`src/rtl/clause_literal_builder.sv`:
```
// clause_literal_builder: CNF clause table that evaluates every literal against an assignment
module clause_literal_builder #(
    parameter int NUM_CLAUSES         = 16,
    parameter int NUM_VARS_PER_CLAUSE = 3,
    parameter int NUM_VARS            = 16,
    parameter int VAR_IDX_W           = $clog2(NUM_VARS)
) (
    input  logic                                           clk,
    input  logic                                           reset,
    input  logic                                           clear,
    input  logic                                           load_valid,
    output logic                                           load_ready,
    input  logic [NUM_VARS_PER_CLAUSE*(VAR_IDX_W+1)-1:0]   load_lits,
    output logic [$clog2(NUM_CLAUSES+1)-1:0]               clause_count,
    input  logic                                           eval_valid,
    input  logic [NUM_VARS-1:0]                            assignment,
    output logic [NUM_CLAUSES*NUM_VARS_PER_CLAUSE-1:0]     clauses_out,
    output logic                                           clauses_valid
);
    localparam int V  = NUM_VARS_PER_CLAUSE;
    localparam int LW = VAR_IDX_W + 1;
    localparam int CW = $clog2(NUM_CLAUSES + 1);
    localparam int SW = (NUM_CLAUSES > 1) ? $clog2(NUM_CLAUSES) : 1;
    localparam int OW = NUM_CLAUSES * V;

    typedef enum logic [1:0] {EMPTY, LOADING, FULL} state_t;

    state_t             state_q, state_d;
    logic [CW-1:0]      count_q, count_d;
    logic [V*LW-1:0]    tbl_q [NUM_CLAUSES];
    logic [V*LW-1:0]    tbl_d [NUM_CLAUSES];
    logic [OW-1:0]      out_q, out_d, eval_w;
    logic               valid_q, valid_d;

    // Slots at or above the count are unloaded and read as all-true (0)
    for (genvar k = 0; k < NUM_CLAUSES; k++) begin : g_slot
        for (genvar j = 0; j < V; j++) begin : g_lit
            logic [LW-1:0] lit;
            assign lit = tbl_q[k][(V-1-j)*LW +: LW];
            assign eval_w[OW-1-k*V-j] = (CW'(k) < count_q) &&
                ((int'(lit[VAR_IDX_W-1:0]) >= NUM_VARS) || !(assignment[lit[VAR_IDX_W-1:0]] ^ lit[VAR_IDX_W]));
        end
    end

    assign load_ready    = (state_q != FULL);
    assign clause_count  = count_q;
    assign clauses_out   = out_q;
    assign clauses_valid = valid_q;

    // Next state: clear wins; evaluation sees the table before this edge's load
    always_comb begin
        count_d = count_q;
        tbl_d   = tbl_q;
        out_d   = out_q;
        valid_d = 1'b0;
        if (clear) begin
            count_d = '0;
        end else begin
            if (load_valid && load_ready) begin
                tbl_d[count_q[SW-1:0]] = load_lits;
                count_d = count_q + CW'(1);
            end
            if (eval_valid) begin
                out_d   = eval_w;
                valid_d = 1'b1;
            end
        end
        state_d = (count_d == '0) ? EMPTY : (count_d == CW'(NUM_CLAUSES)) ? FULL : LOADING;
    end

    // Table, count, FSM state and registered outputs
    always_ff @(posedge clk or posedge reset) begin
        if (reset) begin
            state_q <= EMPTY;
            count_q <= '0;
            tbl_q   <= '{default: '0};
            out_q   <= '0;
            valid_q <= 1'b0;
        end else begin
            state_q <= state_d;
            count_q <= count_d;
            tbl_q   <= tbl_d;
            out_q   <= out_d;
            valid_q <= valid_d;
        end
    end
endmodule
```
`config.mk`:
```
export PLATFORM = sky130hd
export DESIGN_NAME = clause_literal_builder
export DESIGN_NICKNAME = d
export VERILOG_FILES = /design/src/rtl/clause_literal_builder.sv
export SDC_FILE = /design/constraint.sdc
export NUM_CORES = 1
export LEC_CHECK = 0
export ABC_AREA = 1
export ABC_CLOCK_PERIOD_IN_PS = 22100
export CORE_MARGIN = 1.5
export CORE_UTILIZATION = 45
export DETAILED_ROUTE_END_ITERATION = 7
export SLEW_MARGIN = 20
export SYNTH_ARGS = -nofsm -noshare
export SYNTH_HDL_FRONTEND = slang
export SYNTH_SLANG_ARGS = --single-unit
```
`constraint.sdc`:
```
create_clock -name clk -period 22.1 [get_ports clk]
set_input_delay 6.63 -clock clk [delete_from_list [all_inputs] [get_ports clk]]
set_output_delay 6.63 -clock clk [all_outputs]
set_load 0.02 [all_outputs]
```
==> results of run 1 <==
## registers in the layout, indices dropped and copies added, names as in the netlist
register and count:
clause_count 5, state_q 2, g_slot.g_lit.lit 240, clauses_valid 1
clauses_out 48
## critical path: stages
cell             delay (ns)
clkdlybuf4s50_1        0.49
inv_8                  0.58
buf_4                  0.72
buf_4                  0.77
## cells in the final DEF (no fill, tap or decap)
| cell type | n |
|---|---|
| xor2_1 | 1 |
| clkbuf_1 | 13 |
| nor2_2 | 3 |
| nand3_1 | 774 |
| a31oi_1 | 1 |
| nor3_1 | 3 |
| buf_4 | 35 |
| nor2_1 | 18 |
| inv_1 | 211 |
| inv_4 | 1 |
| inv_6 | 1 |
| inv_2 | 15 |
| o21ai_1 | 36 |
| inv_8 | 1 |
| nand2_1 | 1225 |
| nor4_4 | 3 |
| ha_1 | 4 |
| bufinv_16 | 1 |
| a21oi_2 | 1 |
| nand2_8 | 1 |
| nand2_2 | 3 |
| o21ai_0 | 211 |
| clkdlybuf4s50_1 | 86 |
| clkinv_2 | 7 |
| buf_2 | 4 |
| nor3_2 | 1 |
| dfrtp_1 | 296 |
| clkinv_1 | 48 |
| nor2_4 | 12 |
| clkbuf_16 | 39 |
| clkbuf_8 | 9 |
## metal layers
| layer | GRT usage, % | part of all wire [%] | up-vias |
|---|---|---|---|
| li1 | - | - | 9788 |
| met1 | 40.87 | 41 | 9499 |
| met2 | 51.09 | 45 | 981 |
| met3 | 4.780 | 9.1 | 259 |
| met4 | 17.22 | 5.3 | 0 |
| met5 | 0 | 0 | - |
## cell type report
cell class	instances	area (µm²)
clock buffer	61	1149
clock inverter	6	58.81
fill	4307	21580
inverter	279	1061
multi-input combinational	2297	10130
sequential	296	7407
tap	585	732.0
timing repair buffer	125	1144
## final timing paths
kind,endpoint,depth (start not counted),slack [ns]
worst min-delay path,clauses_out[23],2,0.48
worst max register to register,clauses_out[47],6,19.89
worst min register to register,clauses_out[23],2,0.48
max in group clk,clause_count[2],1,13.46
worst max-delay path,clauses_out[8],4,13.22
min in group asynchronous,g_slot[4].g_lit[1].lit[0],2,6.63
## cells by family after synthesis
logic type,synth area share [%]
buffers and inverters,11.44
xor gates and xnor gates,0.04427
and+or+nand+nor,44.50
DFF,37.43
adders and majority gates,0.2529
AOI/OAI and AO/OA,6.323
## power by group
part	switching (mW)	total (mW)	internal, mW
logic	0.262	0.401	0.139
registers	0.0667	0.668	0.601
clock network	0.244	0.610	0.366
total	0.573	1.68	1.11
## metrics by stage
stage / cells / hold slack, ns
floorplan: 3086 / 0.5120
global placement: 3582 / 0.4647
detailed placement: 3582 / 0.4646
CTS: 3649 / 0.4810
global route: 3649 / 0.4997
finish: 3649 / 0.4774
==> out/qor.yml, run 1 <==
cts_setup_buffers: 0
rsz0062_at_grt: "false"
drt-initial-drc-count: 2252
root_buffer: "clkbuf_16"
gp_congestion: 0.8356
avgSynthCellArea_um2: 6.412
fin_util_pct: 50.11
netlist_top_cells_count: "nand2_1, nand3_1, dfrtp_1, inv_1, o21ai_0"
vias: 20530
async_flop_share_pct: 100.0
cts_tree: "yes"
path_clk_slew_ns: 0.05
leakage_nw: 10.38
grt_pass1_vias: 19190
fin_setup_tns_ns: 0
core-area_mm2: 0.04327
fp.dieH_um: 212.7
die_x_um: 212.7
firstDrtPassIters: 6
synth_edf_count: 0
dieArea_mm2: 0.04524
max_clock_freq_mhz: 112.6
area_growth_pct: 9.573
setup_ws_ns: 13.22
grt_remaining_overflow: 0
syn-num-nets: 3126
hold_violations: 0
ys_ff_latch: 296
synth_warnings: 0
crit_type: "primary input to asynchronous set/reset pin"
timing.final.crit_period_ns: 8.880
grtUsageTotal_pct: 31.65
fin_nets: 3076
total_power_mw: 1.679
wirelength_um: 70490
clockBufferDepth: 3
finalMaxSlewViolations: 0
start_util_pct: 45.73
routed_via_density: 5.625
cts_sinks: 296
min_from: "clauses_out[23]"
yosysMostFrequentCell: "nand2_1"
cp_max_fo: 117
r2r-start: "clause_count[3]"
synth-seq-area-share_pct: 37.43
grt_max_degree: 118
synth_area_mm2: 0.01979
pin_count: 91
crit_start: "reset"
place_ws_ns: 12.50
status: "complete, no violations"
setup_viol: 0
layout-drive-gt1-share_pct: 4.471
hp-class: "flop to flop"
antenna_found_initial: 0
port_buffers: 90
ys.flop_type: "dfrtp_1"
peakVddDrop_mv: 0.06515
synthTopCellsByArea: "dfrtp_1, nand2_1, nand3_1, o21ai_0, inv_1"
grt_pass1_wl_um: 108500
cts_buffers: 37
insertion_delay_ns: 0.56
final_area_mm2: 0.02168
dpl_cell_area_mm2: 0.02046
rows: 76
crit_arrival_ns: 9.43
cts_hold_buf: 0
dp_hpwl_um: 37700
drc_errors: 0
crit_path_start_kind: "primary input"
drv_cap: 0
synth.top_cell.area_share_pct: 37.43
antennaDiodeCount: 0
end_kind: "asynchronous set/reset pin"
wl_per_cell_um: 19.32
syn_inst: 3086
yosys.area.top_type: "dfrtp_1"
timing.final.crit_share_pct: 40.18
max_slew_margin_pct: 35.70
ant_nets: 0
cts_resized: 0
power.density_mw_per_mm2: 77.44
worstMarginPinSlew_ns: 0.9646
cts-htree-levels: 2
skew_ns: 0.01287
ys_types: 26
required_ns: 22.65
Note: power is estimated with default switching activity, not from simulation.
==> run 2: changes to the inputs <==
Settings changed: ABC_CLOCK_PERIOD_IN_PS 22100 to 9000.
Clock period 22.1 ns to 9 ns, I/O delays scaled along.
==> out/qor.yml, run 2 (same netlist as run 1, synthesis figures left out) <==
status: "complete, no violations"
path_clk_slew_ns: 0.06
grtUsageTotal_pct: 31.97
rows: 76
hp-class: "flop to flop"
timing.final.crit_period_ns: 4.712
max_clock_freq_mhz: 212.2
power.density_mw_per_mm2: 192.9
max_stage_delay_ns: 0.73
crit_type: "flop to output port"
required_ns: 6.30
cts_resized: 0
wirelength_um: 70910
worstMarginPinSlew_ns: 0.9891
layout_commonest_cell: "nand2_1"
pin_count: 91
multiInputGateArea_mm2: 0.01013
cts-htree-levels: 2
max_slew_margin_pct: 34.06
fillers: 4326
cp_slowest_cell: "dfrtp_1"
root_buffer: "clkbuf_16"
grt_pass1_vias: 19480
firstDrtPassIters: 5
die_x_um: 212.7
peakVddDrop_mv: 0.1646
path_cells: "clkdlybuf4s50_1"
fin_util_pct: 50.35
gp_congestion: 0.8418
grt_max_degree: 136
cts_tree: "yes"
routed_via_density: 5.686
crit_arrival_ns: 2.01
core-area_mm2: 0.04327
cts_buffers: 38
dieArea_mm2: 0.04524
port_buffers: 90
crit_path_start_kind: "flop"
antenna_found_initial: 0
insertion_delay_ns: 0.57
seq_area_mm2: 0.007407
antennaDiodeCount: 0
rsz0062_at_grt: "false"
largest_reg_flops: 240
grt_remaining_overflow: 0
setup_viol: 0
drc_errors: 0
dp_hpwl_um: 37950
crit_buf_inv: 1
start_util_pct: 45.73
end_kind: "output port"
ant_nets: 0
clockBufferDepth: 3
hold_violations: 0
leakage_nw: 10.44
cts_sinks: 296
critPathTopFamily: "flip-flops"
area_growth_pct: 10.09
fin_setup_tns_ns: 0
total_power_mw: 4.203
wl_per_cell_um: 19.41
layout-drive-gt1-share_pct: 4.922
drt-initial-drc-count: 2350
vias: 20770
final_cell_mix: "nand2_1, nand3_1, dfrtp_1"
drv_cap: 0
cp_max_fo: 13
fp.dieH_um: 212.7
finalMaxSlewViolations: 0
grt_pass1_wl_um: 110000
cts_setup_buffers: 0
skew_ns: 0.01418
timing.final.crit_share_pct: 52.36
cts_hold_buf: 0
fin_nets: 3078
[run 2: layer usage]
layer,wire (µm),share of wire [%],vias to the layer above,global-route usage [%]
li1,-,-,9797,-
met1,28920,41,9706,41.78
met2,31770,45,1035,50.61
met3,7073,10,232,5.795
met4,3138,4.4,0,16.70
met5,0,0,-,0
[run 2: power by group]
group	total [mW]	switching (mW)	internal (mW)
clock network	1.57	0.628	0.945
logic	0.989	0.647	0.342
registers	1.64	0.164	1.48
[run 2: worst paths after layout]
| path | from | end | slack [ns] | cells after the start |
|---|---|---|---|---|
| setup / recovery | clause_count[2] | clause_count[2] | 4.29 | 1 |
| min in group asynchronous | reset | g_slot[5].g_lit[2].lit[1] | 2.54 | 2 |
| max in group asynchronous | reset | clauses_out[23] | 4.68 | 4 |
| hold reg to reg | clauses_out[28] | clauses_out[28] | 0.47 | 2 |
| hold / removal | clauses_out[28] | clauses_out[28] | 0.47 | 2 |
| setup reg to reg | clause_count[3] | clauses_out[45] | 6.70 | 6 |
[run 2: final cells by class]
| class | count | area share, % |
|---|---|---|
| repair buffers | 126 | 5.359 |
| inverters | 279 | 4.836 |
| clock inverters | 15 | 0.4825 |
| flip-flops and latches | 296 | 34.00 |
| clock buffers | 55 | 5.456 |
| well taps | 585 | 3.360 |
| multi-input cells | 2297 | 46.51 |
[run 2: stage by stage]
step / setup WS [ns] / cell area, µm² / cells / hold slack (ns)
after floorplan: 2.369 / 19790 / 3086 / 0.5120
after global placement: 4.008 / 20470 / 3582 / 0.4645
after detailed placement: 3.959 / 20470 / 3582 / 0.4655
after CTS: 4.270 / 21770 / 3652 / 0.4819
after global routing: 4.254 / 21780 / 3653 / 0.5078
final: 4.288 / 21780 / 3653 / 0.4748
==> run 3: changes to the inputs <==
Settings changed: ABC_CLOCK_PERIOD_IN_PS 9000 to 4800.
Clock period 9 ns to 4.8 ns, I/O delays scaled along.
==> out/qor.yml, run 3 (same netlist as run 1, synthesis figures left out) <==
peakVddDrop_mv: 0.2946
cts_tree: "yes"
finalMaxSlewViolations: 0
worstMarginPinSlew_ns: 0.9240
cts_setup_buffers: 0
drc_errors: 0
skew_ns: 0.02347
timing.final.crit_share_pct: 71.64
cts_buffers: 38
cts-htree-levels: 2
core-area_mm2: 0.04327
max_clock_freq_mhz: 290.8
path_cells: "clkdlybuf4s50_1"
critPathTopFamily: "flip-flops"
fin_util_pct: 50.66
dp_cells: 3593
leakage_nw: 10.50
end_kind: "output port"
required_ns: 3.36
cts_hold_buf: 0
rsz0062_at_grt: "false"
cp_max_fo: 13
vias: 20630
pin_count: 91
grt_remaining_overflow: 0
fp.dieH_um: 212.7
die_x_um: 212.7
cts_resized: 0
crit_path_start_kind: "flop"
gp_congestion: 0.8823
wl_met2_um: 30690
wirelength_um: 69820
dp_hpwl_um: 41380
hp-class: "flop to flop"
timing.final.crit_period_ns: 3.439
clockBufferDepth: 3
dieArea_mm2: 0.04524
max_stage_delay_ns: 0.72
setup_viol: 0
crit_arrival_ns: 2.00
area_growth_pct: 10.76
wl_met1_um: 29130
port_buffers: 90
path_clk_slew_ns: 0.06
grt_max_degree: 114
layout-drive-gt1-share_pct: 4.846
status: "complete, no violations"
finalNonFillerCells: 3660
dpl_cell_area_mm2: 0.02068
ant_nets: 0
cp_slowest_cell: "dfrtp_1"
routed.top_layer: "met4"
routed_via_density: 5.637
grtUsageTotal_pct: 31.39
root_buffer: "clkbuf_16"
fin_nets: 3088
largest_reg_flops: 240
cts_sinks: 296
grt_pass1_vias: 19350
max_slew_margin_pct: 38.40
drt-initial-drc-count: 2379
firstDrtPassIters: 6
layout_commonest_cell: "nand2_1"
crit_type: "flop to output port"
hold_violations: 0
crit_buf_inv: 1
whs_ns: 0.4764
dr_wl_met3_um: 7096
antennaDiodeCount: 0
fin_setup_tns_ns: 0
antenna_found_initial: 0
wl_per_cell_um: 19.08
grt_pass1_wl_um: 108900
drv_cap: 0
final_area_mm2: 0.02192
power.density_mw_per_mm2: 357.7
rows: 76
final_cell_mix: "nand2_1, nand3_1, dfrtp_1"
start_util_pct: 45.73
insertion_delay_ns: 0.57
==> run 3: metrics by stage <==
step           worst slack, ns  power, mW
2_1_floorplan          -0.5711      4.471
3_3_place_gp             1.155      4.906
3_5_place_dp             1.104      4.955
4_1_cts                  1.337      7.863
5_1_grt                  1.310      8.285
6_report                 1.361      7.839
==> run 3: worst paths after layout <==
path / from / end / slack, ns / depth (start not counted)
worst max-delay path: clause_count[2] / clause_count[2] / 1.36 / 1
max in group asynchronous: reset / g_slot[15].g_lit[0].lit[1] / 2.55 / 3
worst max register to register: clause_count[2] / g_slot[5].g_lit[1].lit[2] / 2.61 / 5
worst min-delay path: clauses_out[28] / clauses_out[28] / 0.48 / 2
min in group asynchronous: reset / g_slot[4].g_lit[1].lit[1] / 1.27 / 2
worst min register to register: clauses_out[28] / clauses_out[28] / 0.48 / 2
==> run 3: report_power, final <==
part           switching (mW)  internal, mW  total, mW
clock network            1.15          1.74       2.89
registers               0.310          2.77       3.08
logic                    1.22         0.653       1.87
total                    2.68          5.16       7.84
==> run 3: per-layer routing <==
| metal | up-vias | global-route usage (%) |
|---|---|---|
| met5 | - | 0 |
| met4 | 0 | 12.99 |
| met3 | 204 | 5.207 |
| met2 | 1059 | 49.53 |
| met1 | 9541 | 42.78 |
| li1 | 9826 | - |
==> run 3: layout make-up <==
cell class,count,area (µm²)
fillers,4319,21350
inverters,279,1054
flip-flops and latches,296,7407
clock inverters,8,93.84
clock buffers,59,1141
repair buffers,136,1369
multi-input cells,2297,10120
well taps,585,732.0
